<file path="src/rtl/cpu_pkg.sv">
// Shared CPU front-end constants: reset PC default, nop/bubble encodings, IF FSM states.
// No logic; constants and a pure helper only.
// Not applicable (no flow control in a package).
package cpu_pkg;

  localparam logic [31:0] RESET_PC_DEFAULT = 32'h0000_0000;
  localparam logic [31:0] NOP_IR           = 32'h0000_0000;
  localparam logic [31:0] BUBBLE_SIG       = 32'h8000_0000;
  localparam logic [31:0] PC_STEP          = 32'd4;

  // IF fetch FSM encoding
  localparam logic [1:0] ST_FETCH  = 2'd0;  // request outstanding at pc
  localparam logic [1:0] ST_HOLD   = 2'd1;  // word parked in skid buffer, ID stalled
  localparam logic [1:0] ST_DRAIN  = 2'd2;  // old request still open after a redirect
  localparam logic [1:0] ST_HALTED = 2'd3;  // program exited, only reset leaves

  // Fetch addresses are always word aligned; low bits of any redirect are dropped.
  function automatic logic [31:0] word_align(input logic [31:0] addr);
    return {addr[31:2], 2'b00};
  endfunction

endpackage

</file>
<file path="src/rtl/if_id_buf.sv">
// One-entry skid buffer holding (pc+4, instruction) for a word accepted while ID is stalled.
// Latency: written data visible on o_* the cycle after i_wr.
// Backpressure: owner must not write while o_vld is set; i_clr wins over i_wr.
module if_id_buf
  import cpu_pkg::*;
(
  input  logic        clk,
  input  logic        rst_n,
  input  logic        i_wr,
  input  logic        i_clr,
  input  logic [31:0] i_pc,
  input  logic [31:0] i_ir,
  output logic        o_vld,
  output logic [31:0] o_pc,
  output logic [31:0] o_ir
);

  logic        r_vld;
  logic [31:0] r_pc;
  logic [31:0] r_ir;

  // Capture a parked word, or drop it on consume/flush/halt.
  always_ff @(posedge clk) begin
    if (!rst_n) begin
      r_vld <= 1'b0;
      r_pc  <= '0;
      r_ir  <= NOP_IR;
    end else if (i_clr) begin
      r_vld <= 1'b0;
    end else if (i_wr) begin
      r_vld <= 1'b1;
      r_pc  <= i_pc;
      r_ir  <= i_ir;
    end
  end

  assign o_vld = r_vld;
  assign o_pc  = r_pc;
  assign o_ir  = r_ir;

endmodule

</file>
<file path="src/rtl/if_stage.sv">
// Instruction fetch stage: drives imem requests, loads IF/ID with instructions or bubbles.
// Latency: an accepted word appears on out_ir one cycle after its accepting edge (if not stalled).
// Backpressure: stall parks one accepted word in a skid buffer and stops requesting until released.
module if_stage
  import cpu_pkg::*;
#(
  parameter logic [31:0] RESET_PC = RESET_PC_DEFAULT
) (
  input  logic        clk,
  input  logic        rst_n,
  input  logic        stall,
  input  logic        flush,
  input  logic [31:0] redirect_pc,
  input  logic        halt,
  output logic        imem_req,
  output logic [31:0] imem_addr,
  input  logic        imem_ready,
  input  logic [31:0] imem_rdata,
  output logic [31:0] out_pc,
  output logic [31:0] out_ir,
  output logic [31:0] out_signal,
  output logic [31:0] fetch_count
);

  logic [1:0]  r_state;
  logic [31:0] r_pc;
  logic [31:0] r_drain_addr;
  logic [31:0] r_out_pc;
  logic [31:0] r_out_ir;
  logic [31:0] r_out_sig;
  logic [31:0] r_fetch_count;

  logic        w_req;
  logic        w_accept;
  logic [31:0] w_pc_inc;

  logic [1:0]  w_nxt_state;
  logic [31:0] w_nxt_pc;
  logic [31:0] w_nxt_drain;
  logic        w_ifid_ld;
  logic        w_ifid_bubble;
  logic [31:0] w_ifid_pc;
  logic [31:0] w_ifid_ir;
  logic        w_cnt_inc;
  logic        w_buf_wr;
  logic        w_buf_clr;
  logic        w_buf_vld;
  logic [31:0] w_buf_pc;
  logic [31:0] w_buf_ir;

  // Request is live in FETCH and DRAIN; forced low while reset is asserted so a
  // mid-request reset abandons the access in the same cycle.
  assign w_req    = rst_n && ((r_state == ST_FETCH) || (r_state == ST_DRAIN));
  assign w_accept = w_req && imem_ready;
  assign w_pc_inc = r_pc + PC_STEP;

  assign imem_req  = w_req;
  // DRAIN replays the abandoned address so the memory sees a stable request.
  assign imem_addr = (r_state == ST_DRAIN) ? r_drain_addr : r_pc;

  if_id_buf u_buf (
    .clk   (clk),
    .rst_n (rst_n),
    .i_wr  (w_buf_wr),
    .i_clr (w_buf_clr),
    .i_pc  (w_pc_inc),
    .i_ir  (imem_rdata),
    .o_vld (w_buf_vld),
    .o_pc  (w_buf_pc),
    .o_ir  (w_buf_ir)
  );

  // Next-state decode; priority is halted > halt > flush > normal per-state behaviour.
  always_comb begin
    w_nxt_state   = r_state;
    w_nxt_pc      = r_pc;
    w_nxt_drain   = r_drain_addr;
    w_ifid_ld     = 1'b0;
    w_ifid_bubble = 1'b0;
    w_ifid_pc     = '0;
    w_ifid_ir     = NOP_IR;
    w_cnt_inc     = 1'b0;
    w_buf_wr      = 1'b0;
    w_buf_clr     = 1'b0;

    if (r_state == ST_HALTED) begin
      // Sticky until reset; IF/ID already holds a bubble from the halt cycle.
      w_nxt_state = ST_HALTED;
    end else if (halt) begin
      // Any word accepted this cycle is simply not captured.
      w_nxt_state   = ST_HALTED;
      w_ifid_bubble = 1'b1;
      w_buf_clr     = 1'b1;
    end else if (flush) begin
      w_nxt_pc      = word_align(redirect_pc);
      w_ifid_bubble = 1'b1;
      w_buf_clr     = 1'b1;
      if (w_req && !imem_ready) begin
        // Memory has not taken the old request: keep presenting it and
        // throw away its data when it finally completes.
        w_nxt_state = ST_DRAIN;
        if (r_state == ST_FETCH) begin
          w_nxt_drain = r_pc;
        end
      end else begin
        w_nxt_state = ST_FETCH;
      end
    end else begin
      case (r_state)
        ST_FETCH: begin
          if (w_accept) begin
            w_nxt_pc = w_pc_inc;
            if (stall) begin
              w_buf_wr    = 1'b1;
              w_nxt_state = ST_HOLD;
            end else begin
              w_ifid_ld = 1'b1;
              w_ifid_pc = w_pc_inc;
              w_ifid_ir = imem_rdata;
              w_cnt_inc = 1'b1;
            end
          end else if (!stall) begin
            w_ifid_bubble = 1'b1;
          end
        end
        ST_HOLD: begin
          // Release the parked word directly; no bubble on this transition.
          if (!stall && w_buf_vld) begin
            w_ifid_ld   = 1'b1;
            w_ifid_pc   = w_buf_pc;
            w_ifid_ir   = w_buf_ir;
            w_cnt_inc   = 1'b1;
            w_buf_clr   = 1'b1;
            w_nxt_state = ST_FETCH;
          end
        end
        ST_DRAIN: begin
          if (imem_ready) begin
            w_nxt_state = ST_FETCH;
          end
        end
        default: begin
          w_nxt_state = ST_FETCH;
        end
      endcase
    end
  end

  // FSM, fetch pointer and the replay address for DRAIN.
  always_ff @(posedge clk) begin
    if (!rst_n) begin
      r_state      <= ST_FETCH;
      r_pc         <= RESET_PC;
      r_drain_addr <= RESET_PC;
    end else begin
      r_state      <= w_nxt_state;
      r_pc         <= w_nxt_pc;
      r_drain_addr <= w_nxt_drain;
    end
  end

  // IF/ID pipeline register: bubble, new instruction, or hold.
  always_ff @(posedge clk) begin
    if (!rst_n) begin
      r_out_pc  <= '0;
      r_out_ir  <= NOP_IR;
      r_out_sig <= BUBBLE_SIG;
    end else if (w_ifid_bubble) begin
      r_out_pc  <= '0;
      r_out_ir  <= NOP_IR;
      r_out_sig <= BUBBLE_SIG;
    end else if (w_ifid_ld) begin
      r_out_pc  <= w_ifid_pc;
      r_out_ir  <= w_ifid_ir;
      r_out_sig <= '0;
    end
  end

  // Count of real instructions handed to ID; wraps modulo 2^32.
  always_ff @(posedge clk) begin
    if (!rst_n) begin
      r_fetch_count <= '0;
    end else if (w_cnt_inc) begin
      r_fetch_count <= r_fetch_count + 32'd1;
    end
  end

  assign out_pc      = r_out_pc;
  assign out_ir      = r_out_ir;
  assign out_signal  = r_out_sig;
  assign fetch_count = r_fetch_count;

endmodule

</file>
<file path="config.mk">
export PLATFORM = sky130hd
export DESIGN_NAME = if_stage
export DESIGN_NICKNAME = d
export VERILOG_FILES = /design/src/rtl/cpu_pkg.sv /design/src/rtl/if_id_buf.sv /design/src/rtl/if_stage.sv
export SDC_FILE = /design/constraint.sdc
export NUM_CORES = 1
export LEC_CHECK = 0
export CAP_MARGIN = 40
export CELL_PAD_IN_SITES_DETAIL_PLACEMENT = 0
export CELL_PAD_IN_SITES_GLOBAL_PLACEMENT = 1
export CORE_ASPECT_RATIO = 0.9
export CORE_UTILIZATION = 34
export DETAILED_ROUTE_END_ITERATION = 12
export PLACE_DENSITY = 0.8
export SYNTH_ARGS = -nofsm -noshare
export SYNTH_HDL_FRONTEND = slang
export SYNTH_SLANG_ARGS = --single-unit
</file>
<file path="constraint.sdc">
create_clock -name clk -period 2.4 [get_ports clk]
set_input_delay 0.36 -clock clk [delete_from_list [all_inputs] [get_ports clk]]
set_output_delay 0.36 -clock clk [all_outputs]
set_load 0.02 [all_outputs]
</file>
==> results_dict.tcl, run 1 <==
set metrics [dict create \
    clockBufferDepth 3 \
    ys_seq_elements 221 \
    io_buffers 195 \
    fin_skew_ps 16.7 \
    ir_worst_vdd_uv 478 \
    setup_viol 0 \
    status "finished, final reports clean" \
    clk_pin_slew_ps 60 \
    p_leak_nw 5.03 \
    initial_utilization_pct 34.9 \
    htree_levels 1 \
    synth_cells 1334 \
    synth-adder-area-share_pct 0.238 \
    fin_tns_setup_ps 0 \
    clkSinkCount 221 \
    start_kind "flip-flop" \
    drtIter0Drc 806 \
    routabilityCongestion 0.846 \
    rsz0062_at_grt "false" \
    ios 231 \
    antenna_left 0 \
    async_flop_share_pct 0 \
    grt_max_degree 65 \
    core_sq_mm 0.0302 \
    postCtsHoldBufs 0 \
    final.min_clock_period_ps 2330 \
    die_area_sq_mm 0.0317 \
    ys_seq_area_share_pct 42.0 \
    crit_fanout 3 \
    powerDensity_mw_per_mm2 597 \
    cts_made_buffers 26 \
    areaGrowthSynthToFinish_pct 34.7 \
    viasPerCell 5.27 \
    layout-drive-gt1-share_pct 14.9 \
    slew_viol_final 0 \
    timing.final.crit_share_pct 97.1 \
    place_ws_ps -377 \
    synth_enable_flop_cells 0 \
    worstHoldPathType "input pin to flip-flop" \
    rows 60 \
    drc 0 \
    grt.total_usage_pct 20.7 \
    netlist_area_sq_mm 0.0105 \
    max_cap_viol_count 0 \
    synth_top_family_by_area "simple AND/OR/NAND/NOR gates" \
    cts-root-buf "clkbuf_16" \
    synth-main-ff-cell "dfxtp_1" \
    finalHoldViolations 0 \
    critPathKind "flip-flop to flip-flop" \
    clock_latency_ps 530 \
    vias 10300 \
    cp-end-kind "flip-flop" \
    worst_ep_required_time_ps 2860 \
    syn_area_per_cell_sq_um 7.89 \
    die_h_microns 169 \
    synth.area.mux_share_pct 2.98 \
    n_antenna_cell 0 \
    ys_types 59 \
    overflow 0 \
    yosys.area_share.xor_xnor_pct 3.83 \
    antenna_found_initial 0 \
    whs_ps 419 \
    timing.slew.headroom_pct 52.4 \
    synth_compound_area_share_pct 19.6 \
    yosysWarnings 0 \
    grt_pass1_wl_microns 53300 \
    first_pass_iters 5 \
    hpwl_microns 22900 \
    totalWireLength_microns 33700 \
    max_freq_mhz 429 \
    wl_per_cell_microns 17.3 \
    die_w_microns 187 \
    finalNetCount 1605 \
    worstPathArrival_ps 2790 \
    cts_tree "yes" \
    synth_simple_gate_area_share_pct 23.8 \
    first_global_vias 9702 \
    fin_ws_ps 69.9 \
    worstMarginPinSlew_ps 714 \
]
==> registers in the layout, summed over array words and instances (netlist names) <==
name,count
fetch_count,32
out_ir,32
out_pc,31
out_signal,1
r_drain_addr,30
r_pc,30
r_state,2
u_buf.o_ir,32
u_buf.o_pc,30
u_buf.o_vld,1
==> layout by cell type, fill, tap and decap left out, types with 5 or more instances in the layout <==
cell type        netlist  layout
nor2_1               120     120
clkdlybuf4s50_1        0     164
o31ai_1                8       8
and4_1                 8       8
nand4_1               19      19
mux2_2                27      27
xor2_1                12      12
a22o_1                 7       7
buf_2                  6      28
nor3_1                54      53
a221oi_1              36      36
clkbuf_8               0       7
nand3_1               33      33
a32o_1                10      10
buf_12                 0      18
inv_1                 11      10
nor4_1                18      17
buf_4                 34      87
o221a_2                5       5
and3_1                12      12
o21ai_0               75      74
conb_1                 1      33
xnor2_1               34      34
a21oi_1              125     125
nand2_1              212     212
clkbuf_1             117       5
or4_1                  9       8
clkbuf_16              0      27
nor2b_1                6       5
nand3b_1               5       5
a211oi_1              13      13
a31oi_1               12      12
or3_1                  8       8
dfxtp_1              221     220
o211ai_1               5       5
and2_1                10       9
==> final timing paths <==
path	from	cells after the start	slack (ps)	to
min	imem_rdata[13]	3	420	u_buf.o_ir[13]
max reg2reg	r_pc[7]	5	70	r_pc[29]
min reg2reg	out_signal[31]	2	440	out_signal[31]
max	r_pc[7]	5	70	r_pc[29]
==> where the power goes <==
group	internal [W]	leakage (nW)	total [W]	switching (W)
sequential	0.00371	1.78	0.00376	0.0000421
combinational	0.000351	2.83	0.000823	0.000472
clock	0.00235	0.415	0.00389	0.00154
total	0.00641	5.03	0.00847	0.00205
==> synth_stat cells (6+ instances only) <==
master | number | area share, %
clkbuf_1 | 117 | 4.2
inv_1 | 11 | 0.39
or3_1 | 8 | 0.48
and3_1 | 12 | 0.71
nand3_1 | 33 | 1.6
a22o_1 | 7 | 0.58
o21ai_0 | 75 | 3.6
nand2_1 | 212 | 7.6
dfxtp_1 | 221 | 42
a221oi_1 | 36 | 3.0
nor3_1 | 54 | 2.6
nor2b_1 | 6 | 0.36
and2_1 | 10 | 0.59
nor4_1 | 18 | 1.1
buf_2 | 6 | 0.29
or4_1 | 9 | 0.64
a31oi_1 | 12 | 0.71
a32o_1 | 10 | 0.95
buf_4 | 34 | 2.4
o31ai_1 | 8 | 0.57
nor2_1 | 120 | 4.3
a21oi_1 | 125 | 5.9
and4_1 | 8 | 0.67
mux2_2 | 27 | 2.9
nand4_1 | 19 | 1.1
xnor2_1 | 34 | 2.8
a211oi_1 | 13 | 0.93
xor2_1 | 12 | 1.0
==> kinds of logic (layout without fill, tap and decap cells) <==
kind of cell / Yosys count / in the layout
xor+xnor: 46 / 46
mux: 28 / 28
fa+ha+maj: 2 / 2
other cells: 1 / 33
compound gates: 327 / 327
buf+inv: 174 / 356
flops: 221 / 221
simple gates: 535 / 535
==> per-layer routing <==
| metal | up-vias | track usage [%] | share of wire (%) |
|---|---|---|---|
| met5 | - | 0 | 0 |
| li1 | 5023 | - | - |
| met4 | 0 | 6.36 | 2.6 |
| met3 | 51 | 2.99 | 4.9 |
| met2 | 306 | 34.0 | 46 |
| met1 | 4908 | 28.1 | 46 |
==> layout make-up <==
type	instances	area [sq um]
Inverter	11	43.8
Fill cell	2952	16000
Sequential cell	221	4430
Tap cell	403	504
Multi-Input combinational cell	971	5510
Clock buffer	39	791
Timing Repair Buffer	302	2860
Clock inverter	4	45.0
==> repair_timing <==
item	in CTS	in global routing
cloned	2	0
setup endpoints to repair	30	30
buffers inserted	3	0
resized for setup	119	10
==> critical path, cell delays in order, from the launching register on <==
cell and delay, ps:
dfxtp_1 340, nand4_1 190, or4_4 600, or4_4 520
or4_1 470, a31oi_1 160
==> metrics by stage <==
| stage | cell area, sq um | instances | power, W | util (%) |
|---|---|---|---|---|
| after floorplan | 10600 | 1366 | 0.00429 | - |
| after global placement | 13400 | 1905 | 0.00464 | 44.5 |
| after detailed placement | 13400 | 1905 | 0.00465 | 44.5 |
| after CTS | 14200 | 1953 | 0.00856 | 47.1 |
| after global routing | 14200 | 1951 | 0.00878 | 47.0 |
| final | 14200 | 1951 | 0.00847 | 47.0 |
(Power assumes the default switching activity.)
==> inputs of run 2 (changes only) <==
TNS_END_PERCENT = 10   (was not set)
==> results_dict.tcl, run 2 (synthesis gave the netlist of run 1 again) <==
set metrics [dict create \
    grt_pass1_wl_microns 53300 \
    antenna_left 0 \
    grt.total_usage_pct 20.7 \
    wl_per_cell_microns 17.3 \
    clock_latency_ps 530 \
    cp-end-kind "output port" \
    max_freq_mhz 417 \
    first_global_vias 9702 \
    status "finished, final reports clean" \
    ir_worst_vdd_uv 476 \
    initial_utilization_pct 34.9 \
    routabilityCongestion 0.846 \
    fin_skew_ps 17.8 \
    start_kind "flip-flop" \
    placed_area_sq_mm 0.0134 \
    total_power_w 0.00846 \
    final_common_cell "dfxtp_1" \
    ios 231 \
    die_area_sq_mm 0.0317 \
    viasPerCell 5.28 \
    clkSinkCount 221 \
    crit_slowest_cell "dfxtp_2" \
    cp_cell_sequence "buf_4 -> nor2b_4 -> bufbuf_16 -> mux2_2 -> buf_2" \
    powerDensity_mw_per_mm2 596 \
    areaGrowthSynthToFinish_pct 34.7 \
    cts_made_buffers 26 \
    cpPeakStageDelay_ps 350 \
    cts_tree "yes" \
    cts-root-buf "clkbuf_16" \
    io_buffers 195 \
    rows 60 \
    die_w_microns 187 \
    hpwl_microns 22900 \
    layout-drive-gt1-share_pct 14.9 \
    critPathKind "flip-flop to output port" \
    timing.slew.headroom_pct 52.6 \
    n_antenna_cell 0 \
    core_sq_mm 0.0302 \
    worstHoldPathType "input pin to flip-flop" \
    vias 10300 \
    fin_tns_setup_ps 0 \
    clockBufferDepth 3 \
    drc 0 \
    die_h_microns 169 \
    worstPathArrival_ps 2040 \
    drtIter0Drc 741 \
    setup_viol 0 \
    finalHoldViolations 0 \
    totalWireLength_microns 33800 \
    clk_pin_slew_ps 60 \
    first_pass_iters 5 \
    worstMarginPinSlew_ps 711 \
    most-common-layout-cells "dfxtp_1 (220), nand2_1 (212), clkdlybuf4s50_1 (164)" \
    htree_levels 1 \
    worst_ep_required_time_ps 2040 \
    final.min_clock_period_ps 2400 \
    finalNetCount 1606 \
    fin_area_sq_mm 0.0142 \
    max_cap_viol_count 0 \
    rsz0062_at_grt "true" \
    timing.final.crit_share_pct 99.9 \
    antenna_found_initial 0 \
    grt_max_degree 65 \
    crit_fanout 9 \
    overflow 0 \
    slew_viol_final 0 \
    p_leak_nw 5.03 \
]
==> run 2: critical path: cells and delay by family, from the launching register on <==
kind / cells / cell delay [ps]
buffers and inverters: 3 / 630
DFF: 1 / 350
muxes: 1 / 330
and+or+nand+nor: 1 / 180
==> run 2: routing by layer <==
| layer | global-route usage, % | vias to the layer above | wire length [microns] |
|---|---|---|---|
| met5 | 0 | - | 0 |
| met2 | 34.0 | 304 | 15500 |
| li1 | - | 5024 | - |
| met4 | 6.36 | 0 | 932 |
| met1 | 28.1 | 4921 | 15600 |
| met3 | 2.99 | 53 | 1660 |
==> run 2: final timing paths <==
kind | depth (start not counted) | slack [ps] | endpoint | from
worst max-delay path | 5 | 4 | imem_addr[24] | r_state[0]
worst max register to register | 5 | 60 | r_pc[29] | r_pc[7]
worst min-delay path | 3 | 420 | u_buf.o_ir[13] | imem_rdata[13]
worst min register to register | 2 | 440 | out_signal[31] | out_signal[31]
==> run 2: where the power goes <==
part	switching, W	internal, W	leakage [nW]
registers	0.0000392	0.00371	1.78
clock network	0.00153	0.00235	0.415
logic	0.000475	0.000351	2.84
total	0.00204	0.00642	5.03
==> run 2: per-stage QoR <==
stage | hold slack, ps | setup WS (ps) | util [%] | std cells
finish | 420 | 3.52 | 47.0 | 1952
global route | 416 | -35.9 | 47.0 | 1952
CTS | 404 | -9.87 | 47.1 | 1953
detailed placement | 433 | -377 | 44.5 | 1905
global placement | 435 | -333 | 44.5 | 1905
floorplan | 433 | 64.1 | - | 1366
==> run 2: repair_timing <==
item                                    in CTS  in global routing
buffers inserted                             3                  0
hold buffers                                 0                  0
endpoints found under the setup margin      30                 30
hold endpoints to repair                     0                  0
resized for setup                          119                  7
cloned                                       2                  0
==> run 2: cell type report <==
type,instances,area [sq um]
inverter,11,43.8
sequential,221,4430
timing repair buffer,303,2860
fill,2955,16000
clock buffer,39,791
multi-input combinational,971,5510
tap,403,504
clock inverter,4,45.0
